## config.mk

```make
export PLATFORM = sky130hd
export DESIGN_NAME = instr_fetch_unit_flat
export DESIGN_NICKNAME = d
export VERILOG_FILES = /design/src/rtl/instr_fetch_unit_if.sv /design/src/rtl/instr_fetch_unit.sv /design/src/flat_wrapper.sv
export SDC_FILE = /design/constraint.sdc
export NUM_CORES = 1
export LEC_CHECK = 0
export CAP_MARGIN = 25
export CORE_MARGIN = 2
export CORE_UTILIZATION = 42
export CTS_CLUSTER_DIAMETER = 150
export DETAILED_ROUTE_END_ITERATION = 8
export GPL_ROUTABILITY_DRIVEN = 0
export PLACE_DENSITY_LB_ADDON = 0.05
export SLEW_MARGIN = 20
export SYNTH_ARGS = -nofsm -noshare
export SYNTH_HDL_FRONTEND = slang
export SYNTH_SLANG_ARGS = --single-unit
export TNS_END_PERCENT = 30
```

## constraint.sdc

```tcl
create_clock -name CLK -period 1.8 [get_ports CLK]
set_clock_uncertainty 0.05 [all_clocks]
set_input_delay 0.36 -clock CLK [delete_from_list [all_inputs] [get_ports CLK]]
set_output_delay 0.36 -clock CLK [all_outputs]
set_load 0.1 [all_outputs]
```

## src/rtl/instr_fetch_unit_if.sv

```systemverilog
// Instruction memory read bus between the fetch unit and instruction memory.
// The fetch unit is the master: it raises mem_req with a stable mem_addr and
// memory answers with a one-cycle mem_ack pulse carrying mem_rdata.
interface instr_fetch_unit_if #(
    parameter int AW = 8,
    parameter int IW = 8
);
    logic          mem_req;
    logic [AW-1:0] mem_addr;
    logic [IW-1:0] mem_rdata;
    logic          mem_ack;

    modport master (
        output mem_req,
        output mem_addr,
        input  mem_rdata,
        input  mem_ack
    );

    modport slave (
        input  mem_req,
        input  mem_addr,
        output mem_rdata,
        output mem_ack
    );
endinterface

```

## src/rtl/instr_fetch_unit.sv

```systemverilog
// Fetch sequencer and instruction register. Reads the word at pc_addr from
// instruction memory, holds it in ir for the decoder (valid/ready) and pulses
// IncPC for INC_HOLD cycles so the program counter advances.
// Optional feature macro: FETCH_TIMEOUT_EN adds a memory wait limit of
// TIMEOUT_CYCLES cycles and a sticky fetch_err flag; without it fetch_err is 0.
module instr_fetch_unit #(
    parameter int AW             = 8,
    parameter int IW             = 8,
    parameter int INC_HOLD       = 2,
    parameter int TIMEOUT_CYCLES = 15
) (
    input  logic                CLK,
    input  logic                CLB,
    input  logic                run,
    input  logic                flush,
    input  logic [AW-1:0]       pc_addr,
    instr_fetch_unit_if.master  mem,
    output logic                IncPC,
    output logic [IW-1:0]       ir,
    output logic [3:0]          opcode,
    output logic [3:0]          operand,
    output logic                ir_valid,
    input  logic                ir_ready,
    output logic [7:0]          fetch_count,
    output logic                fetch_err
);

    localparam int INC_W = (INC_HOLD < 2) ? 1 : $clog2(INC_HOLD + 1);

    typedef enum logic [1:0] {
        IDLE,
        REQ,
        HOLD
    } state_t;

    state_t        state;
    state_t        next_state;
    logic          load_addr;
    logic          accept;
    logic          timeout;
    logic          drop;
    logic [AW-1:0] addr_q;
    logic [IW-1:0] ir_q;
    logic          ir_valid_q;
    logic [INC_W-1:0] inc_cnt;
    logic [7:0]    count_q;

`ifdef FETCH_TIMEOUT_EN
    localparam int TW = (TIMEOUT_CYCLES < 3) ? 1 : $clog2(TIMEOUT_CYCLES);

    logic [TW-1:0] wait_cnt;
    logic          err_q;

    // Count cycles spent waiting in REQ; any other state clears it so each request starts from zero
    always_ff @(posedge CLK or posedge CLB) begin
        if (CLB) begin
            wait_cnt <= '0;
        end else if (state == REQ) begin
            wait_cnt <= wait_cnt + TW'(1);
        end else begin
            wait_cnt <= '0;
        end
    end

    assign timeout = (state == REQ) && !mem.mem_ack &&
                     (wait_cnt == TW'(TIMEOUT_CYCLES - 1));

    // Sticky error flag, only a reset clears it
    always_ff @(posedge CLK or posedge CLB) begin
        if (CLB) begin
            err_q <= 1'b0;
        end else if (timeout) begin
            err_q <= 1'b1;
        end
    end

    assign fetch_err = err_q;
`else
    assign timeout   = 1'b0;
    assign fetch_err = 1'b0;
`endif

    // State register
    always_ff @(posedge CLK or posedge CLB) begin
        if (CLB) begin
            state <= IDLE;
        end else begin
            state <= next_state;
        end
    end

    // Next-state logic; HOLD is left only once the IncPC pulse is on its last cycle so pc_addr has moved on
    always_comb begin
        next_state = state;
        load_addr  = 1'b0;
        accept     = 1'b0;
        case (state)
            IDLE: begin
                if (run && !flush) begin
                    next_state = REQ;
                    load_addr  = 1'b1;
                end
            end
            REQ: begin
                if (mem.mem_ack) begin
                    if (drop || flush) begin
                        next_state = IDLE;
                    end else begin
                        accept     = 1'b1;
                        next_state = HOLD;
                    end
                end else if (timeout) begin
                    next_state = IDLE;
                end
            end
            HOLD: begin
                if (flush) begin
                    next_state = IDLE;
                end else if ((!ir_valid_q || ir_ready) && (inc_cnt <= INC_W'(1))) begin
                    if (run) begin
                        next_state = REQ;
                        load_addr  = 1'b1;
                    end else begin
                        next_state = IDLE;
                    end
                end
            end
            default: next_state = IDLE;
        endcase
    end

    // Request address latch, frozen for the whole request
    always_ff @(posedge CLK or posedge CLB) begin
        if (CLB) begin
            addr_q <= '0;
        end else if (load_addr) begin
            addr_q <= pc_addr;
        end
    end

    // Drop flag marks an in-flight request whose data must be thrown away
    always_ff @(posedge CLK or posedge CLB) begin
        if (CLB) begin
            drop <= 1'b0;
        end else if (state != REQ || mem.mem_ack || timeout) begin
            drop <= 1'b0;
        end else if (flush) begin
            drop <= 1'b1;
        end
    end

    // Instruction register, valid flag, IncPC counter and accepted-fetch counter
    always_ff @(posedge CLK or posedge CLB) begin
        if (CLB) begin
            ir_q       <= '0;
            ir_valid_q <= 1'b0;
            inc_cnt    <= '0;
            count_q    <= 8'd0;
        end else if (accept) begin
            ir_q       <= mem.mem_rdata;
            ir_valid_q <= 1'b1;
            inc_cnt    <= INC_W'(INC_HOLD);
            count_q    <= count_q + 8'd1;
        end else if (state == HOLD) begin
            if (flush) begin
                ir_valid_q <= 1'b0;
                inc_cnt    <= '0;
            end else begin
                if (ir_valid_q && ir_ready) begin
                    ir_valid_q <= 1'b0;
                end
                if (inc_cnt != '0) begin
                    inc_cnt <= inc_cnt - INC_W'(1);
                end
            end
        end
    end

    assign mem.mem_req  = (state == REQ);
    assign mem.mem_addr = addr_q;
    assign IncPC        = (inc_cnt != '0);
    assign ir           = ir_q;
    assign opcode       = ir_q[IW-1:IW-4];
    assign operand      = ir_q[3:0];
    assign ir_valid     = ir_valid_q;
    assign fetch_count  = count_q;

endmodule

```

## src/flat_wrapper.sv

```systemverilog
// flat-port wrapper written by rule: the top's interface ports become plain ports
module instr_fetch_unit_flat 
#(
    parameter int AW             = 8,
    parameter int IW             = 8,
    parameter int INC_HOLD       = 2,
    parameter int TIMEOUT_CYCLES = 15
)
  (CLK, CLB, run, flush, pc_addr, IncPC, ir, opcode, operand, ir_valid, ir_ready, fetch_count, fetch_err, mem_mem_req, mem_mem_addr, mem_mem_rdata, mem_mem_ack);
  instr_fetch_unit_if #(.AW(AW), .IW(IW)) mem_i ();
  input  logic CLK;
  input  logic CLB;
  input  logic run;
  input  logic flush;
  input  logic [AW-1:0] pc_addr;
  output logic IncPC;
  output logic [IW-1:0] ir;
  output logic [3:0] opcode;
  output logic [3:0] operand;
  output logic ir_valid;
  input  logic ir_ready;
  output logic [7:0] fetch_count;
  output logic fetch_err;
  output wire logic [$bits(mem_i.mem_req)-1:0] mem_mem_req;
  output wire logic [$bits(mem_i.mem_addr)-1:0] mem_mem_addr;
  input wire logic [$bits(mem_i.mem_rdata)-1:0] mem_mem_rdata;
  input wire logic [$bits(mem_i.mem_ack)-1:0] mem_mem_ack;
  assign mem_mem_req = mem_i.mem_req;
  assign mem_mem_addr = mem_i.mem_addr;
  assign mem_i.mem_rdata = mem_mem_rdata;
  assign mem_i.mem_ack = mem_mem_ack;
  instr_fetch_unit #(.AW(AW), .IW(IW), .INC_HOLD(INC_HOLD), .TIMEOUT_CYCLES(TIMEOUT_CYCLES)) u_core (.CLK(CLK), .CLB(CLB), .run(run), .flush(flush), .pc_addr(pc_addr), .mem(mem_i), .IncPC(IncPC), .ir(ir), .opcode(opcode), .operand(operand), .ir_valid(ir_valid), .ir_ready(ir_ready), .fetch_count(fetch_count), .fetch_err(fetch_err));
endmodule
```

==> results of run 1 <==
==> worst max-delay path: stages, from the launching register on <==
cell and delay, ns:
dfrtp_1 0.36, inv_1 0.08, ha_1 0.19, nand2b_4 0.14, a211o_4 0.35, nand3_2 0.15
mux2_4 0.31
==> cell families (layout without fill, tap and decap cells) <==
family	Yosys count	in the layout	synth area share (%)
compound gates	6	6	3.306
xor+xnor	7	7	4.379
fa+ha+maj	3	3	2.681
buf+inv	16	76	6.880
flops	30	30	53.62
mux	8	8	8.579
other cells	1	1	0.2678
simple gates	55	56	20.29
==> final cells by class <==
type / count / area share [%]
Timing Repair Buffer: 63 / 39.45
Sequential cell: 30 / 30.79
Multi-Input combinational cell: 81 / 23.57
Tap cell: 44 / 2.254
Clock inverter: 3 / 1.639
Clock buffer: 5 / 1.537
Inverter: 5 / 0.7684
==> stage by stage <==
step	hold slack (ns)	setup TNS (ns)	setup slack (ns)
after floorplan	0.3815	0	0.01160
after global placement	0.4747	-1.266	-0.1591
after detailed placement	0.4759	-1.309	-0.1666
after CTS	0.3583	0	0.02434
after global routing	0.3980	0	0.01634
final	0.3629	0	0.06659
==> cell usage in the layout (no fill, tap or decap), types with 2 or more instances in the layout <==
cell type	Yosys	routed
inv_1	4	2
and3_1	2	2
clkdlybuf4s50_1	0	21
inv_2	1	3
ha_1	3	2
dfrtp_1	30	29
nor3_1	3	3
nand3_1	2	2
mux2_4	8	8
nor2_1	6	6
nand2_1	32	32
buf_4	9	7
nand4_1	2	2
o21ai_0	2	2
xor2_1	3	3
nand2b_4	3	3
buf_12	0	35
clkinv_2	0	2
xnor2_1	4	4
clkbuf_4	0	5
nand3_2	1	2
==> flip-flops by register name (all words and copies together), names as in the netlist <==
signal	flops
u_core.fetch_count	8
u_core.ir	8
u_core.mem.mem_addr	8
u_core.inc_cnt	2
u_core.state	2
u_core.drop	1
u_core.ir_valid	1
==> how the worst min path moves through the flow <==
stage	endpoint	cells past startpoint	startpoint	slack, ns
2_1_floorplan	u_core.drop	1	mem_mem_ack	0.38
3_3_place_gp	u_core.fetch_count[7]	1	u_core.fetch_count[7]	0.47
3_5_place_dp	u_core.fetch_count[7]	1	u_core.fetch_count[7]	0.48
4_1_cts	u_core.ir[5]	3	CLB	0.36
5_1_grt	u_core.mem.mem_addr[5]	3	CLB	0.40
6_report	u_core.mem.mem_addr[4]	3	CLB	0.36
==> what timing repair did <==
item | CTS | global route
gates cloned | 0 | 1
setup endpoints to repair | 1 | 2
buffers inserted | 0 | 0
gates resized for setup | 2 | 2
endpoints found under the hold margin | 0 | 0
==> layer usage <==
layer	track usage [%]	wire length, µm	share of wire [%]
met1	23.50	1333	41
met2	30.23	1654	51
met3	6.625	233	7.2
met4	7.295	29	0.89
met5	0	0	0
==> run summary, run 1 <==
outcome: finished, final reports clean
setup violators final: 0
post-route minimum period: 1.733 ns
H-tree Lvls: 2
number of distinct library cells after synthesis: 27
Area Growth Syn to Fin: 74.44%
Clk Latency, worst-skew pair: 0.33 ns
cell area after synthesis: 0.001400 mm²
pin count of the biggest net entering global routing: 31
Placement Cell Area: 0.002342 mm²
post-synth top area share: 53.62%
Nets: 211
diodes inserted: 0
Die Width: 61.74 µm
Reg2Reg Depth: 6
most frequent cell after synthesis: nand2_1
cts hold-fix bufs: 0
register area: 752.0 µm²
gr usage total: 18.86%
most common flop cell mapped by yosys: dfrtp_1
pins over their slew limit: 0
cell taking the most area after synthesis: dfrtp_1
first-pass GRT wire length: 5.085 mm
Post-synth EDFFs: 0
io pins: 58
CTS Buffer Depth: 2
Die ar.: 0.003811 mm²
Max Fclk: 576.9 MHz
Hold Path Class: input port to async pin
synth cell count leaders: nand2_1 (32), dfrtp_1 (30), buf_4 (9)
ys async rst share: 100.0%
Critical Path AT: 1.90 ns
Starting Density: 45.12%
Fillers: 217
post-DP HPWL: 2.493 mm
Placed Cells: 222
Rows: 20
Syn. warnings: 0
vias in the first global route: 1114
vias per std cell: 4.706
critical path class: register to register
Worst Setup EP: u_core.mem.mem_addr[6]
grt ovf: 0
Finished Layout Cells: 231
share of post-route cells with drive strength above 1: 37.43%
CTS Buf Count: 5
largest cells by area after synthesis: dfrtp_1 (54%), mux2_4 (8.6%), nand2_1 (8.6%), buf_4 (4.8%), nand2b_4 (2.9%)
CTS tree: yes
Worst setup SP type: register
DRC violations left: 0
Post-Synthesis Cells: 126
WP data required: 1.97 ns
Hold Fails Final Rpt: 0
clk slew on worst S/H paths: 0.10 ns
DRT Pass-1 Iters: 4
CORE AREA: 0.003103 mm²
Worst Setup SP: u_core.inc_cnt[1]
Final ANT Viol Nets: 0
final core occ: 78.71%
Routed WL: 3.251 mm
drt initial violations: 36
mean area per synthesized cell: 11.11 µm²
reg2reg setup slack: 0.07 ns
Seq/Total Area, Yosys: 53.62%
Final Instance Area: 0.002442 mm²
CP max FO: 4
Routed wire per std cell: 14.07 µm
area of the multi-input gates: 575.6 µm²
root buffer cell: clkbuf_4
Port Buffers: 56
Worst Setup End Kind: register
initial antenna violation count: 0
worst reg2reg path startpoint: u_core.inc_cnt[1]
r2r endpoint: u_core.mem.mem_addr[6]
Tcrit/Tclk final: 96.30%
Max Cap Viol: 0
post-synthesis register bit count: 30
Die Y: 61.74 µm
# clock sinks: 30
Via Count: 1087
RSZ-0062 raised after global routing: false
Synth Net Count: 151
Power of run 1 is left out: the tool's default activity adds up to more than one toggle a clock period on the data nets, which glitch-free logic cannot reach.
==> run 2, diff against run 1 <==
--- a/config.mk
+++ b/config.mk
@@ -12,6 +12,8 @@
 export DETAILED_ROUTE_END_ITERATION = 8
 export GPL_ROUTABILITY_DRIVEN = 0
 export PLACE_DENSITY_LB_ADDON = 0.05
+export REMOVE_ABC_BUFFERS = 1
+export SETUP_SLACK_MARGIN = 0.2
 export SLEW_MARGIN = 20
 export SYNTH_ARGS = -nofsm -noshare
 export SYNTH_HDL_FRONTEND = slang
==> run summary, run 2 (synthesized netlist as in run 1, its figures left out) <==
Fillers: 206 (-5.1%)
vias per std cell: 4.781 (+1.6%)
Placement Cell Area: 0.002341 mm² (about the same)
commonest non-fill, non-tap cells in the layout: buf_12 (35), nand2_1 (32), dfrtp_1 (30)
Max Cap Viol: 0 (unchanged)
CP max FO: 5 (+1)
Die Width: 61.74 µm (unchanged)
RSZ-0062 raised after global routing: true
CTS tree: yes
Routed wire per std cell: 14.70 µm (+4.4%)
clk slew on worst S/H paths: 0.10 ns (about the same)
Rows: 20 (unchanged)
Worst setup SP type: register
post-DP HPWL: 2.371 mm (-4.9%)
drt initial violations: 17 (-53%)
Tcrit/Tclk final: 95.93% (-0.37 points)
cts hold-fix bufs: 0 (unchanged)
Hold Fails Final Rpt: 0 (unchanged)
# clock sinks: 30 (unchanged)
Routed WL: 3.424 mm (+5.3%)
critical path class: register to register
Clk Latency, worst-skew pair: 0.34 ns (about the same)
pin count of the biggest net entering global routing: 31 (unchanged)
Final Instance Area: 0.002459 mm² (+0.67%)
Worst Setup End Kind: register
outcome: finished, final reports clean
Critical Path AT: 1.90 ns (about the same)
Hold Path Class: input port to async pin
CTS Buffer Depth: 2 (unchanged)
setup violators final: 0 (unchanged)
Max Fclk: 579.2 MHz (+0.39%)
share of post-route cells with drive strength above 1: 38.10% (+0.66 points)
DRT Pass-1 Iters: 4 (unchanged)
H-tree Lvls: 2 (unchanged)
DRC violations left: 0 (unchanged)
CTS Buf Count: 5 (unchanged)
first-pass GRT wire length: 5.285 mm (+3.9%)
Die Y: 61.74 µm (unchanged)
Via Count: 1114 (+2.5%)
Area Growth Syn to Fin: 75.60%
root buffer cell: clkbuf_4
commonest non-fill, non-tap cell in the layout: buf_12
post-route minimum period: 1.727 ns (-0.006745 ns)
Die ar.: 0.003811 mm² (unchanged)
final core occ: 79.23% (+0.52 points)
Final ANT Viol Nets: 0 (unchanged)
grt ovf: 0 (unchanged)
pins over their slew limit: 0 (unchanged)
Port Buffers: 56 (unchanged)
WP data required: 1.98 ns (about the same)
vias in the first global route: 1180 (+5.9%)
CORE AREA: 0.003103 mm² (unchanged)
gr usage total: 19.73% (+0.87 points)
Nets: 213 (+0.95%)
initial antenna violation count: 0 (unchanged)
io pins: 58 (unchanged)
Final Hold Slack: 0.3381 ns (-0.02472 ns)
Starting Density: 45.12% (unchanged)
diodes inserted: 0 (unchanged)
[run 2: area by class of cell]
type	instances	area (µm²)	share of cell area, %
sequential	30	750.7	30.53
timing repair buffer	65	978.4	39.80
multi-input combinational	81	595.6	24.22
tap	44	55.05	2.239
clock buffer	7	55.05	2.239
clock inverter	1	5.005	0.2036
inverter	5	18.77	0.7634
[run 2: metal layers]
| metal | GRT usage [%] | part of all wire (%) |
|---|---|---|
| met5 | 0 | 0 |
| met4 | 12.46 | 2.1 |
| met3 | 5.590 | 4.8 |
| met2 | 32.03 | 55 |
| met1 | 22.98 | 38 |
[run 2: through the flow]
| step | worst slack (ns) | setup TNS (ns) | std cells |
|---|---|---|---|
| 5_1_grt | 0.03236 | 0 | 233 |
| 4_1_cts | 0.1004 | 0 | 232 |
| 2_1_floorplan | -0.2709 | -4.155 | 115 |
| 3_3_place_gp | -0.1417 | -1.340 | 222 |
| 6_report | 0.07334 | 0 | 233 |
| 3_5_place_dp | -0.1656 | -1.968 | 222 |
[run 2: what timing repair did]
| item | in CTS | in global routing |
|---|---|---|
| setup endpoints to repair | 10 | 12 |
| gates cloned | 1 | 0 |
| pin swaps | 1 | 2 |
| endpoints found under the hold margin | 0 | 0 |
| setup buffers | 1 | 1 |
| resized for setup | 4 | 4 |
[run 2: worst paths after layout]
path,from,to,slack (ns),cells after the start
max,u_core.inc_cnt[0],u_core.mem.mem_addr[7],0.07,5
min,CLB,u_core.ir[4],0.34,3
max reg2reg,u_core.inc_cnt[0],u_core.mem.mem_addr[7],0.07,5
min reg2reg,u_core.fetch_count[7],u_core.fetch_count[7],0.48,1
max in group asynchronous,CLB,u_core.ir[5],1.08,3
min in group CLK,u_core.fetch_count[7],u_core.fetch_count[7],0.48,1
[run 2: worst max-delay path: stages (launching register included)]
cell and delay (ns):
dfrtp_1 0.45, ha_4 0.17, nand2b_4 0.13, a211o_4 0.36, nand3_4 0.14, mux2_4 0.31
Power of run 2 is left out for the same reason.
